### config.mk
export PLATFORM = sky130hd
export DESIGN_NAME = vga_sync_gen_flat
export DESIGN_NICKNAME = d
export VERILOG_FILES = /design/src/rtl/vga_timing_pkg.sv /design/src/rtl/vga_sync_if.sv /design/src/rtl/vga_sync_gen_pix_tick_gen.sv /design/src/rtl/vga_sync_gen.sv /design/src/flat_wrapper.sv
export SDC_FILE = /design/constraint.sdc
export NUM_CORES = 1
export LEC_CHECK = 0
export BUFFER_PORTS_ARGS = -buffer_cell sky130_fd_sc_hd__buf_4
export CAP_MARGIN = 0
export CORE_MARGIN = 1
export CORE_UTILIZATION = 50
export DETAILED_ROUTE_END_ITERATION = 12
export GPL_TIMING_DRIVEN = 0
export PLACE_DENSITY = 0.74
export SYNTH_ARGS = -nofsm -noshare
export SYNTH_HDL_FRONTEND = slang
export SYNTH_SLANG_ARGS = --single-unit
### constraint.sdc
create_clock -name clk -period 2.8 [get_ports clk]
set_clock_uncertainty 0.05 [all_clocks]
set_input_delay 0.42 -clock clk [delete_from_list [all_inputs] [get_ports clk]]
set_output_delay 0.42 -clock clk [all_outputs]
set_load 0.02 [all_outputs]
### src/rtl/vga_timing_pkg.sv
`default_nettype none
// =============================================================================
// Package : vga_timing_pkg
// Brief   : 640x480@60 timing defaults, derived totals and a window compare.
// Revision: 1.0
// =============================================================================
package vga_timing_pkg;

    localparam int COORD_W = 11;

    localparam int VGA_CLK_DIV  = 2;
    localparam int VGA_H_ACTIVE = 640;
    localparam int VGA_H_FP     = 16;
    localparam int VGA_H_SYNC   = 96;
    localparam int VGA_H_BP     = 48;
    localparam int VGA_V_ACTIVE = 480;
    localparam int VGA_V_FP     = 10;
    localparam int VGA_V_SYNC   = 2;
    localparam int VGA_V_BP     = 33;

    localparam int VGA_H_TOTAL      = VGA_H_ACTIVE + VGA_H_FP + VGA_H_SYNC + VGA_H_BP;
    localparam int VGA_V_TOTAL      = VGA_V_ACTIVE + VGA_V_FP + VGA_V_SYNC + VGA_V_BP;
    localparam int VGA_H_SYNC_START = VGA_H_ACTIVE + VGA_H_FP;
    localparam int VGA_H_SYNC_END   = VGA_H_SYNC_START + VGA_H_SYNC - 1;
    localparam int VGA_V_SYNC_START = VGA_V_ACTIVE + VGA_V_FP;
    localparam int VGA_V_SYNC_END   = VGA_V_SYNC_START + VGA_V_SYNC - 1;

    // Counter is zero-extended to 32 bits so bounds are never truncated.
    function automatic logic in_window(input logic [COORD_W-1:0] cnt,
                                       input int lo, input int hi);
        int c;
        c = int'({{(32-COORD_W){1'b0}}, cnt});
        return (c >= lo) && (c <= hi);
    endfunction

endpackage
`default_nettype wire

### src/rtl/vga_sync_if.sv
`default_nettype none
// =============================================================================
// Interface : vga_sync_if
// Brief     : Run enable in, timing/sync/coordinate outputs of the sync stage.
// Revision  : 1.0
// =============================================================================
interface vga_sync_if;
    import vga_timing_pkg::*;

    logic               en;
    logic               pix_tick;
    logic               h_sinc;
    logic               v_sinc;
    logic               video_on;
    logic [COORD_W-1:0] pix_x;
    logic [COORD_W-1:0] pix_y;
    logic               frame_start;

    modport master (
        input  en,
        output pix_tick, h_sinc, v_sinc, video_on, pix_x, pix_y, frame_start
    );

    modport slave (
        output en,
        input  pix_tick, h_sinc, v_sinc, video_on, pix_x, pix_y, frame_start
    );
endinterface
`default_nettype wire

### src/rtl/vga_sync_gen_pix_tick_gen.sv
`default_nettype none
// =============================================================================
// Module  : pix_tick_gen
// Brief   : System-clock divider; tick strobes in the last clk of each period.
// Revision: 1.0
// =============================================================================
module pix_tick_gen #(
    parameter int CLK_DIV = 2
) (
    input  wire logic clk,
    input  wire logic rst_n,
    input  wire logic en,
    output logic      tick
);
    localparam int               DIV_W   = (CLK_DIV > 1) ? $clog2(CLK_DIV) : 1;
    localparam logic [DIV_W-1:0] DIV_MAX = DIV_W'(CLK_DIV - 1);

    logic [DIV_W-1:0] div_q;
    logic [DIV_W-1:0] div_d;
    logic             wrap;

    // tick is the advance strobe for the edge that closes this clk.
    always_comb begin
        wrap  = (div_q == DIV_MAX);
        div_d = div_q;
        if (en) begin
            div_d = wrap ? '0 : div_q + 1'b1;
        end
    end

    always_ff @(posedge clk or negedge rst_n) begin
        if (!rst_n) begin
            div_q <= '0;
        end else begin
            div_q <= div_d;
        end
    end

    assign tick = en && wrap;
endmodule
`default_nettype wire

### src/rtl/vga_sync_gen.sv
`default_nettype none
// =============================================================================
// Module  : vga_sync_gen
// Brief   : Pixel/line counters with registered, zero-skew sync/active decode.
// Revision: 1.0
// =============================================================================
module vga_sync_gen
    import vga_timing_pkg::*;
#(
    parameter int CLK_DIV  = VGA_CLK_DIV,
    parameter int H_ACTIVE = VGA_H_ACTIVE,
    parameter int H_FP     = VGA_H_FP,
    parameter int H_SYNC   = VGA_H_SYNC,
    parameter int H_BP     = VGA_H_BP,
    parameter int V_ACTIVE = VGA_V_ACTIVE,
    parameter int V_FP     = VGA_V_FP,
    parameter int V_SYNC   = VGA_V_SYNC,
    parameter int V_BP     = VGA_V_BP,
    parameter bit SYNC_ACT = 1'b0
) (
    input  wire logic   clk,
    input  wire logic   rst_n,
    vga_sync_if.master  bus
);
    localparam int H_TOTAL      = H_ACTIVE + H_FP + H_SYNC + H_BP;
    localparam int V_TOTAL      = V_ACTIVE + V_FP + V_SYNC + V_BP;
    localparam int H_SYNC_START = H_ACTIVE + H_FP;
    localparam int H_SYNC_END   = H_SYNC_START + H_SYNC - 1;
    localparam int V_SYNC_START = V_ACTIVE + V_FP;
    localparam int V_SYNC_END   = V_SYNC_START + V_SYNC - 1;

    localparam logic [COORD_W-1:0] H_RST = COORD_W'(H_TOTAL - 1);
    localparam logic [COORD_W-1:0] V_RST = COORD_W'(V_TOTAL - 1);

    logic adv;

    logic [COORD_W-1:0] h_cnt_q, h_cnt_d;
    logic [COORD_W-1:0] v_cnt_q, v_cnt_d;
    logic               pix_tick_q, pix_tick_d;
    logic               frame_start_q, frame_start_d;
    logic               video_on_q, video_on_d;
    logic               h_sinc_q, h_sinc_d;
    logic               v_sinc_q, v_sinc_d;
    logic               h_wrap, v_wrap;

    pix_tick_gen #(
        .CLK_DIV (CLK_DIV)
    ) u_pix_tick_gen (
        .clk   (clk),
        .rst_n (rst_n),
        .en    (bus.en),
        .tick  (adv)
    );

    // Decodes use next-state counts so every output lands on the counter edge.
    always_comb begin
        h_wrap  = in_window(h_cnt_q, H_TOTAL - 1, H_TOTAL - 1);
        v_wrap  = in_window(v_cnt_q, V_TOTAL - 1, V_TOTAL - 1);
        h_cnt_d = h_cnt_q;
        v_cnt_d = v_cnt_q;
        if (adv) begin
            h_cnt_d = h_wrap ? '0 : h_cnt_q + 1'b1;
            if (h_wrap) begin
                v_cnt_d = v_wrap ? '0 : v_cnt_q + 1'b1;
            end
        end
        pix_tick_d    = adv;
        frame_start_d = adv && h_wrap && v_wrap;
        video_on_d    = in_window(h_cnt_d, 0, H_ACTIVE - 1) &&
                        in_window(v_cnt_d, 0, V_ACTIVE - 1);
        h_sinc_d      = in_window(h_cnt_d, H_SYNC_START, H_SYNC_END) ? SYNC_ACT : !SYNC_ACT;
        v_sinc_d      = in_window(v_cnt_d, V_SYNC_START, V_SYNC_END) ? SYNC_ACT : !SYNC_ACT;
    end

    always_ff @(posedge clk or negedge rst_n) begin
        if (!rst_n) begin
            h_cnt_q       <= H_RST;
            v_cnt_q       <= V_RST;
            pix_tick_q    <= 1'b0;
            frame_start_q <= 1'b0;
            video_on_q    <= 1'b0;
            h_sinc_q      <= !SYNC_ACT;
            v_sinc_q      <= !SYNC_ACT;
        end else begin
            h_cnt_q       <= h_cnt_d;
            v_cnt_q       <= v_cnt_d;
            pix_tick_q    <= pix_tick_d;
            frame_start_q <= frame_start_d;
            video_on_q    <= video_on_d;
            h_sinc_q      <= h_sinc_d;
            v_sinc_q      <= v_sinc_d;
        end
    end

    assign bus.pix_x       = h_cnt_q;
    assign bus.pix_y       = v_cnt_q;
    assign bus.pix_tick    = pix_tick_q;
    assign bus.frame_start = frame_start_q;
    assign bus.video_on    = video_on_q;
    assign bus.h_sinc      = h_sinc_q;
    assign bus.v_sinc      = v_sinc_q;
endmodule
`default_nettype wire

### src/flat_wrapper.sv
// flat-port wrapper written by rule: the top's interface ports become plain ports
module vga_sync_gen_flat import vga_timing_pkg::*;
#(
    parameter int CLK_DIV  = VGA_CLK_DIV,
    parameter int H_ACTIVE = VGA_H_ACTIVE,
    parameter int H_FP     = VGA_H_FP,
    parameter int H_SYNC   = VGA_H_SYNC,
    parameter int H_BP     = VGA_H_BP,
    parameter int V_ACTIVE = VGA_V_ACTIVE,
    parameter int V_FP     = VGA_V_FP,
    parameter int V_SYNC   = VGA_V_SYNC,
    parameter int V_BP     = VGA_V_BP,
    parameter bit SYNC_ACT = 1'b0
)
  (clk, rst_n, bus_en, bus_pix_tick, bus_h_sinc, bus_v_sinc, bus_video_on, bus_pix_x, bus_pix_y, bus_frame_start);
  vga_sync_if bus_i ();
  input  wire logic clk;
  input  wire logic rst_n;
  input wire logic [$bits(bus_i.en)-1:0] bus_en;
  output wire logic [$bits(bus_i.pix_tick)-1:0] bus_pix_tick;
  output wire logic [$bits(bus_i.h_sinc)-1:0] bus_h_sinc;
  output wire logic [$bits(bus_i.v_sinc)-1:0] bus_v_sinc;
  output wire logic [$bits(bus_i.video_on)-1:0] bus_video_on;
  output wire logic [$bits(bus_i.pix_x)-1:0] bus_pix_x;
  output wire logic [$bits(bus_i.pix_y)-1:0] bus_pix_y;
  output wire logic [$bits(bus_i.frame_start)-1:0] bus_frame_start;
  assign bus_i.en = bus_en;
  assign bus_pix_tick = bus_i.pix_tick;
  assign bus_h_sinc = bus_i.h_sinc;
  assign bus_v_sinc = bus_i.v_sinc;
  assign bus_video_on = bus_i.video_on;
  assign bus_pix_x = bus_i.pix_x;
  assign bus_pix_y = bus_i.pix_y;
  assign bus_frame_start = bus_i.frame_start;
  vga_sync_gen #(.CLK_DIV(CLK_DIV), .H_ACTIVE(H_ACTIVE), .H_FP(H_FP), .H_SYNC(H_SYNC), .H_BP(H_BP), .V_ACTIVE(V_ACTIVE), .V_FP(V_FP), .V_SYNC(V_SYNC), .V_BP(V_BP), .SYNC_ACT(SYNC_ACT)) u_core (.clk(clk), .rst_n(rst_n), .bus(bus_i));
endmodule
==> flow_metrics.env <==
export IMPL_outcome="finished clean"
export IMPL_die_area_um2=3580
export IMPL_p_int_uw=653
export IMPL_finalNetCount=217
export IMPL_fillCellCount=296
export IMPL_antenna_found_initial=0
export IMPL_cts_inserted_buffers=3
export IMPL_gp_congestion=0.926
export IMPL_power_leakage_uw=0.000891
export IMPL_hold_ws_ps=239
export IMPL_power_density_nw_per_um2=488
export IMPL_synth_area_um2=1670
export IMPL_hold_viol=0
export IMPL_cts_tree="done"
export IMPL_power_uw=971
export IMPL_relSlewSlack=0.570
export IMPL_grt_max_degree=29
export IMPL_cap_violations=0
export IMPL_htreeDepth=1
export IMPL_synth_seq_cells=28
export IMPL_crit_type="register to register"
export IMPL_overflow=0
export IMPL_die_h_um=59.8
export IMPL_whs_path_depth=2
export IMPL_p_sw_frac=0.327
export IMPL_ys_async_sr_fraction=1.00
export IMPL_cts_buffer_depth=2
export IMPL_via_per_inst=5.86
export IMPL_pwr_share_seq=0.551
export IMPL_worstMarginPinSlew_ps=640
export IMPL_regToRegSetupSlack_ps=470
export IMPL_reg2reg_from="u_core.bus.pix_x[0]"
export IMPL_routed_wl_mm=3.69
export IMPL_area_growth_pct=19.1
export IMPL_synth_cells=176
export IMPL_setup_tns_final_ps=0
export IMPL_yosysSeqAreaShare=0.428
export IMPL_start_util=0.539
export IMPL_clkPwrFrac=0.207
export IMPL_core_um2=3100
export IMPL_cp_arrival_ps=2540
export IMPL_multi_input_area_um2=886
export IMPL_num_io_pins=30
export IMPL_placedInstanceArea_um2=1940
export IMPL_r2r_end="u_core.bus.v_sinc"
export IMPL_yosys_area_top_type="dfrtp_1"
export IMPL_antennaDiodeCount=0
export IMPL_synth_edff_count=0
export IMPL_ant_nets=0
export IMPL_synth_top_cell_area_share=0.240
export IMPL_power_frac_comb=0.243
export IMPL_whs_endpoint="u_core.u_pix_tick_gen.div_q"
export IMPL_worstSetupStartpointType="register"
export IMPL_cp_required_ps=3010
export IMPL_syn_nets=182
export IMPL_hp_start="bus_en"
export IMPL_setup_worst_path_end_class="register"
export IMPL_die_w_um=59.8
export IMPL_hpwl_mm=2.79
export IMPL_ys_types=50
export IMPL_synth_top_cells_by_count="nand2_1 (20), nor2_1 (17), dfrtp_1 (16), dfstp_2 (12), xnor2_1 (12)"
export IMPL_max_freq_mhz=429
export IMPL_clock_sinks=28
export IMPL_cts_resized=0
export IMPL_finalInstanceArea_um2=1990
export IMPL_grt_pass1_wl_mm=6.32
export IMPL_routed_via_count=1489
export IMPL_peakVddDrop_v=0.000438
export IMPL_portBuffers=29
export IMPL_clock_latency_ps=330
export IMPL_syn_area_per_cell_um2=9.50
export IMPL_grtUsageTotal=0.236
export IMPL_routedWlPerCell_um=14.5
export IMPL_drive_gt1_frac=0.333
export IMPL_drcViolationCount=0
export IMPL_synthTopCellsByArea="dfrtp_1 (24%), dfstp_2 (19%), xnor2_1 (6.3%)"
export IMPL_hp_class="input port to register"
export IMPL_ys_flop_type="dfrtp_1"
export IMPL_p_switching_uw=317
export IMPL_firstDrtPassIters=4
export IMPL_synth_most_common_cell="nand2_1"
export IMPL_drt_iter0_markers=84
export IMPL_grt_setup_unrepaired="no"
export IMPL_path_max_fanout=6
export IMPL_clockRootBuffer="clkbuf_4"
export IMPL_clk_pin_slew_ps=150
export IMPL_grt_pass1_vias=1276
export IMPL_finalSetupViolCount=0
export IMPL_regArea_um2=716
export IMPL_rows=20
export IMPL_fin_crit_sh=0.833
export IMPL_rr_worst_depth=7
export IMPL_drv_slew=0
export IMPL_min_period_ps=2330
export IMPL_yosys_warnings=0
[layout make-up]
| type | count | share of cell area |
|---|---|---|
| tap | 44 | 0.0277 |
| inverter | 5 | 0.00943 |
| buffer | 9 | 0.0258 |
| clock buffer | 4 | 0.0182 |
| multi-input combinational | 134 | 0.445 |
| timing repair buffer | 30 | 0.114 |
| sequential | 28 | 0.360 |
[registers in the layout, summed over array words and instances, names as in the netlist]
register                     flops
u_core.bus.frame_start           1
u_core.bus.h_sinc                1
u_core.bus.pix_tick              1
u_core.bus.pix_x                11
u_core.bus.pix_y                11
u_core.bus.v_sinc                1
u_core.bus.video_on              1
u_core.u_pix_tick_gen.div_q      1
[logic make-up after synthesis]
logic type,count (synthesis),share of synthesized area
buffers and inverters,14,0.0419
AOI/OAI and AO/OA,32,0.125
DFF,28,0.428
and+or+nand+nor,82,0.292
xor gates and xnor gates,16,0.0838
muxes,1,0.00674
adders and majority gates,3,0.0225
[worst max path at each step]
stage | from | endpoint | slack [ps] | cells after the start
after floorplan | u_core.bus.pix_x[0] | u_core.bus.video_on | 710 | 7
after detailed placement | u_core.bus.pix_x[0] | u_core.bus.v_sinc | 510 | 7
after CTS | u_core.bus.pix_x[0] | u_core.bus.v_sinc | 480 | 7
after global placement | u_core.bus.pix_x[0] | u_core.bus.v_sinc | 520 | 7
final | u_core.bus.pix_x[0] | u_core.bus.v_sinc | 470 | 7
after global routing | u_core.bus.pix_x[0] | u_core.bus.v_sinc | 310 | 7
[worst max-delay path, cell delays in order, from the launching register on]
cell and delay (ps):
dfstp_2 610, ha_1 190, nand2_1 150, or3_4 420, nor3_2 290, a221o_1 220, and4_1 210, nand4_1 130
[power by group through the flow]
stage                     Combinational (uW)  Clock (uW)  Sequential, uW
after floorplan                          100           0             577
after global placement                   231           0             536
after detailed placement                 234           0             542
after CTS                                237         204             535
after global routing                     262         222             546
final                                    236         201             535
[per-stage QoR]
stage	util	instances	worst slack [ps]
2_1_floorplan	-	176	706
3_3_place_gp	0.627	249	523
3_5_place_dp	0.627	249	511
4_1_cts	0.642	254	479
5_1_grt	0.642	254	308
6_report	0.642	254	467
[what timing repair did]
item                                    CTS  global route
hold buffers                              1             0
setup buffers                             0             0
hold endpoints to repair                 16             0
endpoints found under the setup margin    0             0
[layout by cell type (no fill, tap or decap), types with 2 or more instances in the layout]
cell type and n:
nor4_1 3, buf_4 30, nand2_1 20, nand3_1 5
dfrtp_1 16, nand2_2 3, ha_1 3, clkbuf_4 3
and4_1 3, buf_2 5, and3_2 2, nor3_1 5
xor2_1 4, clkbuf_1 2, inv_1 5, o31ai_1 2
o21ai_0 11, dfstp_2 12, nor2_1 17, xnor2_1 12
nand4_1 9, a21oi_1 7
[layer usage]
layer / vias up / wire length (um) / global-route usage
met1: 728 / 1770 / 0.349
li1: 701 / - / -
met5: - / 0 / 0
met3: 4 / 193 / 0.0281
met4: 0 / 27 / 0.0565
met2: 56 / 1710 / 0.368
No activity file was read; power rests on OpenSTA's default activity.
